## src/rtl/imem_loader_pkg.sv

```systemverilog
// Shared types and helpers for the instruction-memory boot loader.
package imem_loader_pkg;

  localparam int BYTE_W = 8;

  typedef enum logic [2:0] {
    CNT_HI  = 3'd0,
    CNT_LO  = 3'd1,
    DATA_HI = 3'd2,
    DATA_LO = 3'd3,
    CHK     = 3'd4,
    RUN     = 3'd5,
    ERR     = 3'd6
  } state_e;

  function automatic logic [BYTE_W-1:0] chk_fold(input logic [BYTE_W-1:0] acc,
                                                  input logic [BYTE_W-1:0] b);
    return acc ^ b;
  endfunction

endpackage

```

## src/rtl/imem_loader.sv

```systemverilog
// Boot loader: receives a framed byte stream, writes 16-bit words into
// instruction memory from address 0, verifies an XOR checksum, releases the CPU.
module imem_loader
  import imem_loader_pkg::*;
#(
  parameter int WIDTH    = 16,
  parameter int I_ADDR_W = 7
) (
  input  logic                clk,
  input  logic                reset,
  input  logic [BYTE_W-1:0]   rx_data,
  input  logic                rx_valid,
  output logic                rx_ready,
  input  logic                load_req,
  output logic                cpu_reset,
  output logic                mem_write,
  output logic [I_ADDR_W-1:0] mem_addr,
  output logic [WIDTH-1:0]    mem_wdata,
  output logic                done,
  output logic                error,
  output logic [2:0]          state_out
);

  localparam int unsigned MAX_N = 2 ** I_ADDR_W;

  state_e                state_q;
  logic [15:0]           cnt_q;
  logic [I_ADDR_W:0]     idx_q;
  logic [BYTE_W-1:0]     acc_q;
  logic [BYTE_W-1:0]     hi_q;
  logic                  rx_ready_q;
  logic                  cpu_reset_q;
  logic                  mem_write_q;
  logic [I_ADDR_W-1:0]   mem_addr_q;
  logic [WIDTH-1:0]      mem_wdata_q;
  logic                  done_q;
  logic                  error_q;

  logic                  xfer;
  logic [15:0]           cnt_d;
  logic [BYTE_W-1:0]     acc_d;
  logic                  last_word;

  assign xfer      = rx_valid & rx_ready_q;
  assign cnt_d     = {cnt_q[15:8], rx_data};
  assign acc_d     = chk_fold(acc_q, rx_data);
  assign last_word = (16'(idx_q) + 16'd1) == cnt_q;

  always_ff @(posedge clk) begin
    if (reset) begin
      state_q     <= CNT_HI;
      cnt_q       <= '0;
      idx_q       <= '0;
      acc_q       <= '0;
      hi_q        <= '0;
      rx_ready_q  <= 1'b1;
      cpu_reset_q <= 1'b1;
      mem_write_q <= 1'b0;
      mem_addr_q  <= '0;
      mem_wdata_q <= '0;
      done_q      <= 1'b0;
      error_q     <= 1'b0;
    end else begin
      mem_write_q <= 1'b0;
      // Index advances as the write cycle retires, so the next word sees it.
      if (mem_write_q) idx_q <= idx_q + 1'b1;

      case (state_q)
        CNT_HI: if (xfer) begin
          cnt_q   <= {rx_data, 8'h00};
          acc_q   <= acc_d;
          state_q <= CNT_LO;
        end
        CNT_LO: if (xfer) begin
          cnt_q <= cnt_d;
          acc_q <= acc_d;
          if (cnt_d == 16'd0 || 32'(cnt_d) > MAX_N) begin
            state_q    <= ERR;
            error_q    <= 1'b1;
            rx_ready_q <= 1'b0;
          end else begin
            idx_q   <= '0;
            state_q <= DATA_HI;
          end
        end
        DATA_HI: if (xfer) begin
          hi_q    <= rx_data;
          acc_q   <= acc_d;
          state_q <= DATA_LO;
        end
        DATA_LO: if (xfer) begin
          acc_q       <= acc_d;
          mem_write_q <= 1'b1;
          mem_addr_q  <= idx_q[I_ADDR_W-1:0];
          mem_wdata_q <= WIDTH'({hi_q, rx_data});
          state_q     <= last_word ? CHK : DATA_HI;
        end
        CHK: if (xfer) begin
          rx_ready_q <= 1'b0;
          if (rx_data == acc_q) begin
            state_q     <= RUN;
            cpu_reset_q <= 1'b0;
            done_q      <= 1'b1;
          end else begin
            state_q <= ERR;
            error_q <= 1'b1;
          end
        end
        RUN: if (load_req) begin
          state_q     <= CNT_HI;
          cpu_reset_q <= 1'b1;
          done_q      <= 1'b0;
          rx_ready_q  <= 1'b1;
          acc_q       <= '0;
          cnt_q       <= '0;
          idx_q       <= '0;
        end
        ERR: begin
          cpu_reset_q <= 1'b1;
          if (load_req) begin
            state_q    <= CNT_HI;
            error_q    <= 1'b0;
            rx_ready_q <= 1'b1;
            acc_q      <= '0;
            cnt_q      <= '0;
            idx_q      <= '0;
          end
        end
        default: begin
          state_q    <= ERR;
          error_q    <= 1'b1;
          rx_ready_q <= 1'b0;
        end
      endcase
    end
  end

  assign rx_ready  = rx_ready_q;
  assign cpu_reset = cpu_reset_q;
  assign mem_write = mem_write_q;
  assign mem_addr  = mem_addr_q;
  assign mem_wdata = mem_wdata_q;
  assign done      = done_q;
  assign error     = error_q;
  assign state_out = state_q;

endmodule

```

## config.mk

```make
export PLATFORM = sky130hd
export DESIGN_NAME = imem_loader
export DESIGN_NICKNAME = d
export VERILOG_FILES = /design/src/rtl/imem_loader_pkg.sv /design/src/rtl/imem_loader.sv
export SDC_FILE = /design/constraint.sdc
export NUM_CORES = 1
export LEC_CHECK = 0
export ABC_AREA = 1
export CORE_UTILIZATION = 59
export DETAILED_ROUTE_END_ITERATION = 7
export PLACE_DENSITY = 0.82
export SKIP_LAST_GASP = 1
export SYNTH_ARGS = -nofsm -noshare
export SYNTH_HDL_FRONTEND = slang
export SYNTH_SLANG_ARGS = --single-unit
export TNS_END_PERCENT = 5
```

## constraint.sdc

```tcl
create_clock -name clk -period 3.15 [get_ports clk]
set_input_delay 0.4725 -clock clk [delete_from_list [all_inputs] [get_ports clk]]
set_output_delay 0.4725 -clock clk [all_outputs]
set_load 0.02 [all_outputs]
```

==> results.ini <==
[sta]
slew_headroom_pct = 61.4
slew_viol_final = 0
min_period_ps = 2150
rsz0062_at_grt = false
worst_slew_pin_slew_ps = 578
finalCritPeriodShare_pct = 68.1
fmax_mhz = 466
tns_ps = 0
hold_viol = 0
setup_violations = 0
skew_ps = 8.82

[status]
status = complete, no violations

[grt]
grt-ovfl-total = 0
use_met2_pct = 47.4
grt_max_degree = 45
grt_pass1_wl_mm = 13.0
met1_usage_pct = 35.1
met3_usage_pct = 5.24
grt_usage_pct = 28.4
globalRoute.busiestLayer = met2
antenna_found_initial = 0
grt_pass1_vias = 2891

[routing]
route.detailed.drc = 0
route.vias.total = 3109
ant_nets = 0
first_pass_iters = 5
wl_per_cell_um = 13.6
viasPerCell = 5.42
drt_iter0_drc = 197
totalWireLength_mm = 7.78

[synth]
synthSimpleGateAreaFrac_pct = 26.5
ys_top_cells_by_count = 94 x nand2_1, 71 x dfxtp_1, 56 x a21oi_1, 56 x nor2_1
yosys_warnings = 0
synth_edf_count = 0
synthMuxAreaShare_pct = 0
synthDistinctLibCells = 35
synth_top_family_by_area = simple AND/OR/NAND/NOR gates
yosysTopAreaCellShare_pct = 43.2
postSynth.asyncResetShare_pct = 0
synthFlopType = dfxtp_1
ys_seq_elements = 71
yosysMostFrequentCell = nand2_1
synthAdderAreaFrac_pct = 0.381
synth_cells = 459
yosys.area_share.xor_xnor_pct = 2.40
ys_seq_area_share_pct = 43.2
synth.avg_cell_area_um2 = 7.16
syn_area_um2 = 3290
synth_compound_area_share_pct = 18.9
synth_top_cell_by_area = dfxtp_1
synthesis.nets = 472
synth_area_leaders = dfxtp_1 43%, nand2_1 11%, a21oi_1 8.5%

[place]
gp_congestion = 0.884
dp.cells = 558
dp_hpwl_mm = 5.53
port_buffers = 42

[clocking]
cts_made_buffers = 9
ctsHoldBuffers = 0
clk_pin_slew_ps = 80
root_buffer = clkbuf_8
clockBufferDepth = 2
cts_resized = 0
clkSinkCount = 71
insertion_delay_ps = 350
cts_tree = built
htreeDepth = 3
post_cts_buffers = 0

[critical_path]
critPathSlowestCell = dfxtp_1
cp_max_fo = 44
critPathKind = register to register
critPathTopFamily = buffers and inverters
critical_path_buf_inv_count = 2
cp-start-kind = register
end_kind = register
arrival_ps = 2420
path_cells = inv_1 -> nor3_1 -> nand2_1 -> inv_2 -> o21ai_0 -> a21oi_1
slowest_delay_ps = 590
worstPathRequired_ps = 3420

[floorplanning]
ios = 43
start_util_pct = 62.8
core_um2 = 5240
fp.dieH_um = 76.7
die_x_um = 76.7
rows = 26
die-area_um2 = 5880

[layout]
diodes = 0
nFillCells = 423
final_layout_size_suffix_gt1_share_pct = 6.55
layout.nets = 512
stdcell_count = 574
areaGrowthSynthToFinish_pct = 20.0

[run]
max_cap_viol_count = 0

[power_and_ir_drop]
powerDensity_nw_per_um2 = 771
p_leak_nw = 1.66
vdd_drop_max_mv = 0.517

[hold_path]
worstHoldPathType = register to register

[final timing paths]
check / from / endpoint / slack [ps] / depth (start not counted)
worst max-delay path: state_out[1] / mem_wdata[15] / 1000 / 6
worst min-delay path: hi_q[1] / mem_wdata[9] / 460 / 2
worst max register to register: state_out[1] / mem_wdata[15] / 1000 / 6
worst min register to register: hi_q[1] / mem_wdata[9] / 460 / 2
[worst register-to-register path: stages (launching register included)]
cell,delay (ps)
dfxtp_1,590
inv_1,150
nor3_1,290
nand2_1,200
inv_2,470
o21ai_0,210
a21oi_1,160
[layer usage]
metal	up-vias	share of wire, %	wire, um
met2	89	49	3800
li1	1572	-	-
met1	1435	44	3410
met3	13	5.3	416
met4	0	2.0	152
met5	-	0	0
[metrics by stage]
stage          setup WS, ps  hold WS (ps)  utilization (%)  cell area [um^2]  total power [mW]
5_1_grt                 714           480             75.3              3950              3.23
2_1_floorplan          1510           430                -              3290              1.98
3_3_place_gp            959           439             71.1              3730              2.21
4_1_cts                1020           459             75.3              3950              3.04
6_report               1000           459             75.3              3950              3.04
3_5_place_dp            923           447             71.1              3730              2.24
[cell usage in the layout (no fill, tap or decap), types with 4 or more instances in the layout]
cell	count
a21oi_1	56
nand3_1	27
dfxtp_1	71
xnor2_1	4
clkbuf_8	9
o21ai_0	48
nor2_1	56
inv_1	48
o211a_1	4
xor2_1	5
clkdlybuf4s50_1	42
nand2_1	94
[logic make-up (layout without fill, tap and decap cells)]
family                     Yosys count  after routing
AOI/OAI and AO/OA                  114            114
xor gates and xnor gates             9              9
adders and majority gates            1              1
buffers and inverters               67            112
DFF                                 71             71
and+or+nand+nor                    197            197
[flip-flops by register name, indices dropped and copies added, names as in the netlist]
register	cells
acc_q	8
cnt_q	16
cpu_reset	1
done	1
error	1
hi_q	8
idx_q	8
mem_addr	7
mem_wdata	16
mem_write	1
rx_ready	1
state_out	3
[power by group]
part / internal (mW) / switching (mW)
registers: 1.05 / 0.118
clock network: 0.450 / 0.355
logic: 0.394 / 0.671
[final cells by class]
class	count	area, um^2	share of cell area (%)
sequential	71	1420	36.0
clock buffer	10	128	3.23
timing repair buffer	44	435	11.0
tap	70	87.6	2.22
clock inverter	6	92.6	2.35
multi-input combinational	321	1580	40.1
inverter	52	198	5.01
Power figures use the tool's default switching activity.
==> variant (same flow settings) <==
The parameter `I_ADDR_W` goes from 7 to 8.
--- a/src/rtl/imem_loader.sv
+++ b/src/rtl/imem_loader.sv
@@ -4,7 +4,7 @@
   import imem_loader_pkg::*;
 #(
   parameter int WIDTH    = 16,
-  parameter int I_ADDR_W = 7
+  parameter int I_ADDR_W = 8
 ) (
   input  logic                clk,
   input  logic                reset,
Interface: changed (resized mem_addr); port bits go from 43 to 44. No check against the original RTL was run, so the function may have changed too.
==> variant against the unedited design <==
- setup slack gained 0.021 ns
- global-route usage grew 2.2 points
- combinational power grew 23%
- design area grew 6.9%
- synthesized area grew 8.0%
- routed wire length grew 15%
- sequential cell count grew 2
- largest power group is now combinational cells
- non-clock buffer count grew 1
- synthesized cell count grew 8.5%
- power grew 7.4%
- utilization shrank 0.58 points
==> variant: results (changes against the unedited design) <==
metric,value,unit,change
status,finished clean,,
Synthesis Warnings,0,,unchanged
layout cells sized above 1,0.0936,,+0.0281
sequential-to-total area share from yosys stat,0.412,,-0.0206
Relative slew margins,0.580,,-0.0343
Nets,553,,+8.0%
global routing usage on met1,0.379,,+0.0278
syn nets,511,,+8.3%
met2 usage,0.511,,+0.0372
power per cell area,775,nW/um^2,+0.47%
Total Wirelength,8980,um,+15%
most area-consuming cells after synthesis,"dfxtp_1, nand2_1, nor2_1",,
met2 wire len,4330,um,+14%
CP max stage cell,clkdlybuf4s50_1,,
Post-DP HPWL,6350,um,+15%
pin count of the biggest net entering global routing,41,,-8.9%
Lkg Pwr,1.75,nW,+5.8%
placed cells,601,,+7.7%
I/O Buffers,43,,+2.4%
vias in the first global route,3099,,+7.2%
Yosys reg bits,73,,+2.8%
Critical Path Fanout Max,11,,-75%
met3 Use GR,0.0491,,-0.00324
metal3 WL,494,um,+19%
Internal Power,1.92,mW,+0.99%
post-placement worst setup slack,0.764,ns,-0.159 ns
Peak VDD IR,559,uV,+8.1%
total global-route track usage,0.305,,+0.0216
post-CTS setup buffer count,0,,unchanged
clock power share,0.234,,-0.031
Commonest cells post-synth,"nand2_1, nor2_1, dfxtp_1",,
clk_skew,0.0114,ns,+0.00261 ns
dpl cell area,4020,um^2,+7.8%
Iter 0 DRT Violations,220,,+12%
Metal-1 WL,3940,um,+16%
distinct cell type count after synthesis,33,,-5.7%
## variant: area by class of cell
type | count | area (um^2)
Multi-Input combinational cell | 346 | 1770
Timing Repair Buffer | 45 | 445
Sequential cell | 73 | 1460
Fill cell | 458 | 1420
Tap cell | 72 | 90.1
Inverter | 65 | 249
Clock buffer | 9 | 124
Clock inverter | 7 | 76.3
## variant: kinds of logic after synthesis
kind of cell             count (synthesis)  share of synthesized area
adder cells (fa/ha/maj)                  1                    0.00352
AND/OR/NAND/NOR                        233                      0.295
flip-flops                              73                      0.412
AO/OA/AOI/OAI                          107                      0.188
buffers and inverters                   79                     0.0892
XOR/XNOR                                 5                     0.0123
## variant: path summary, 6_finish.rpt
kind / startpoint / end / slack, ns / cells after the start
max: state_out[2] / state_out[2] / 1.03 / 1
min: hi_q[4] / hi_q[4] / 0.47 / 2
max reg2reg: state_out[0] / mem_addr[6] / 1.26 / 6
min reg2reg: hi_q[4] / hi_q[4] / 0.47 / 2
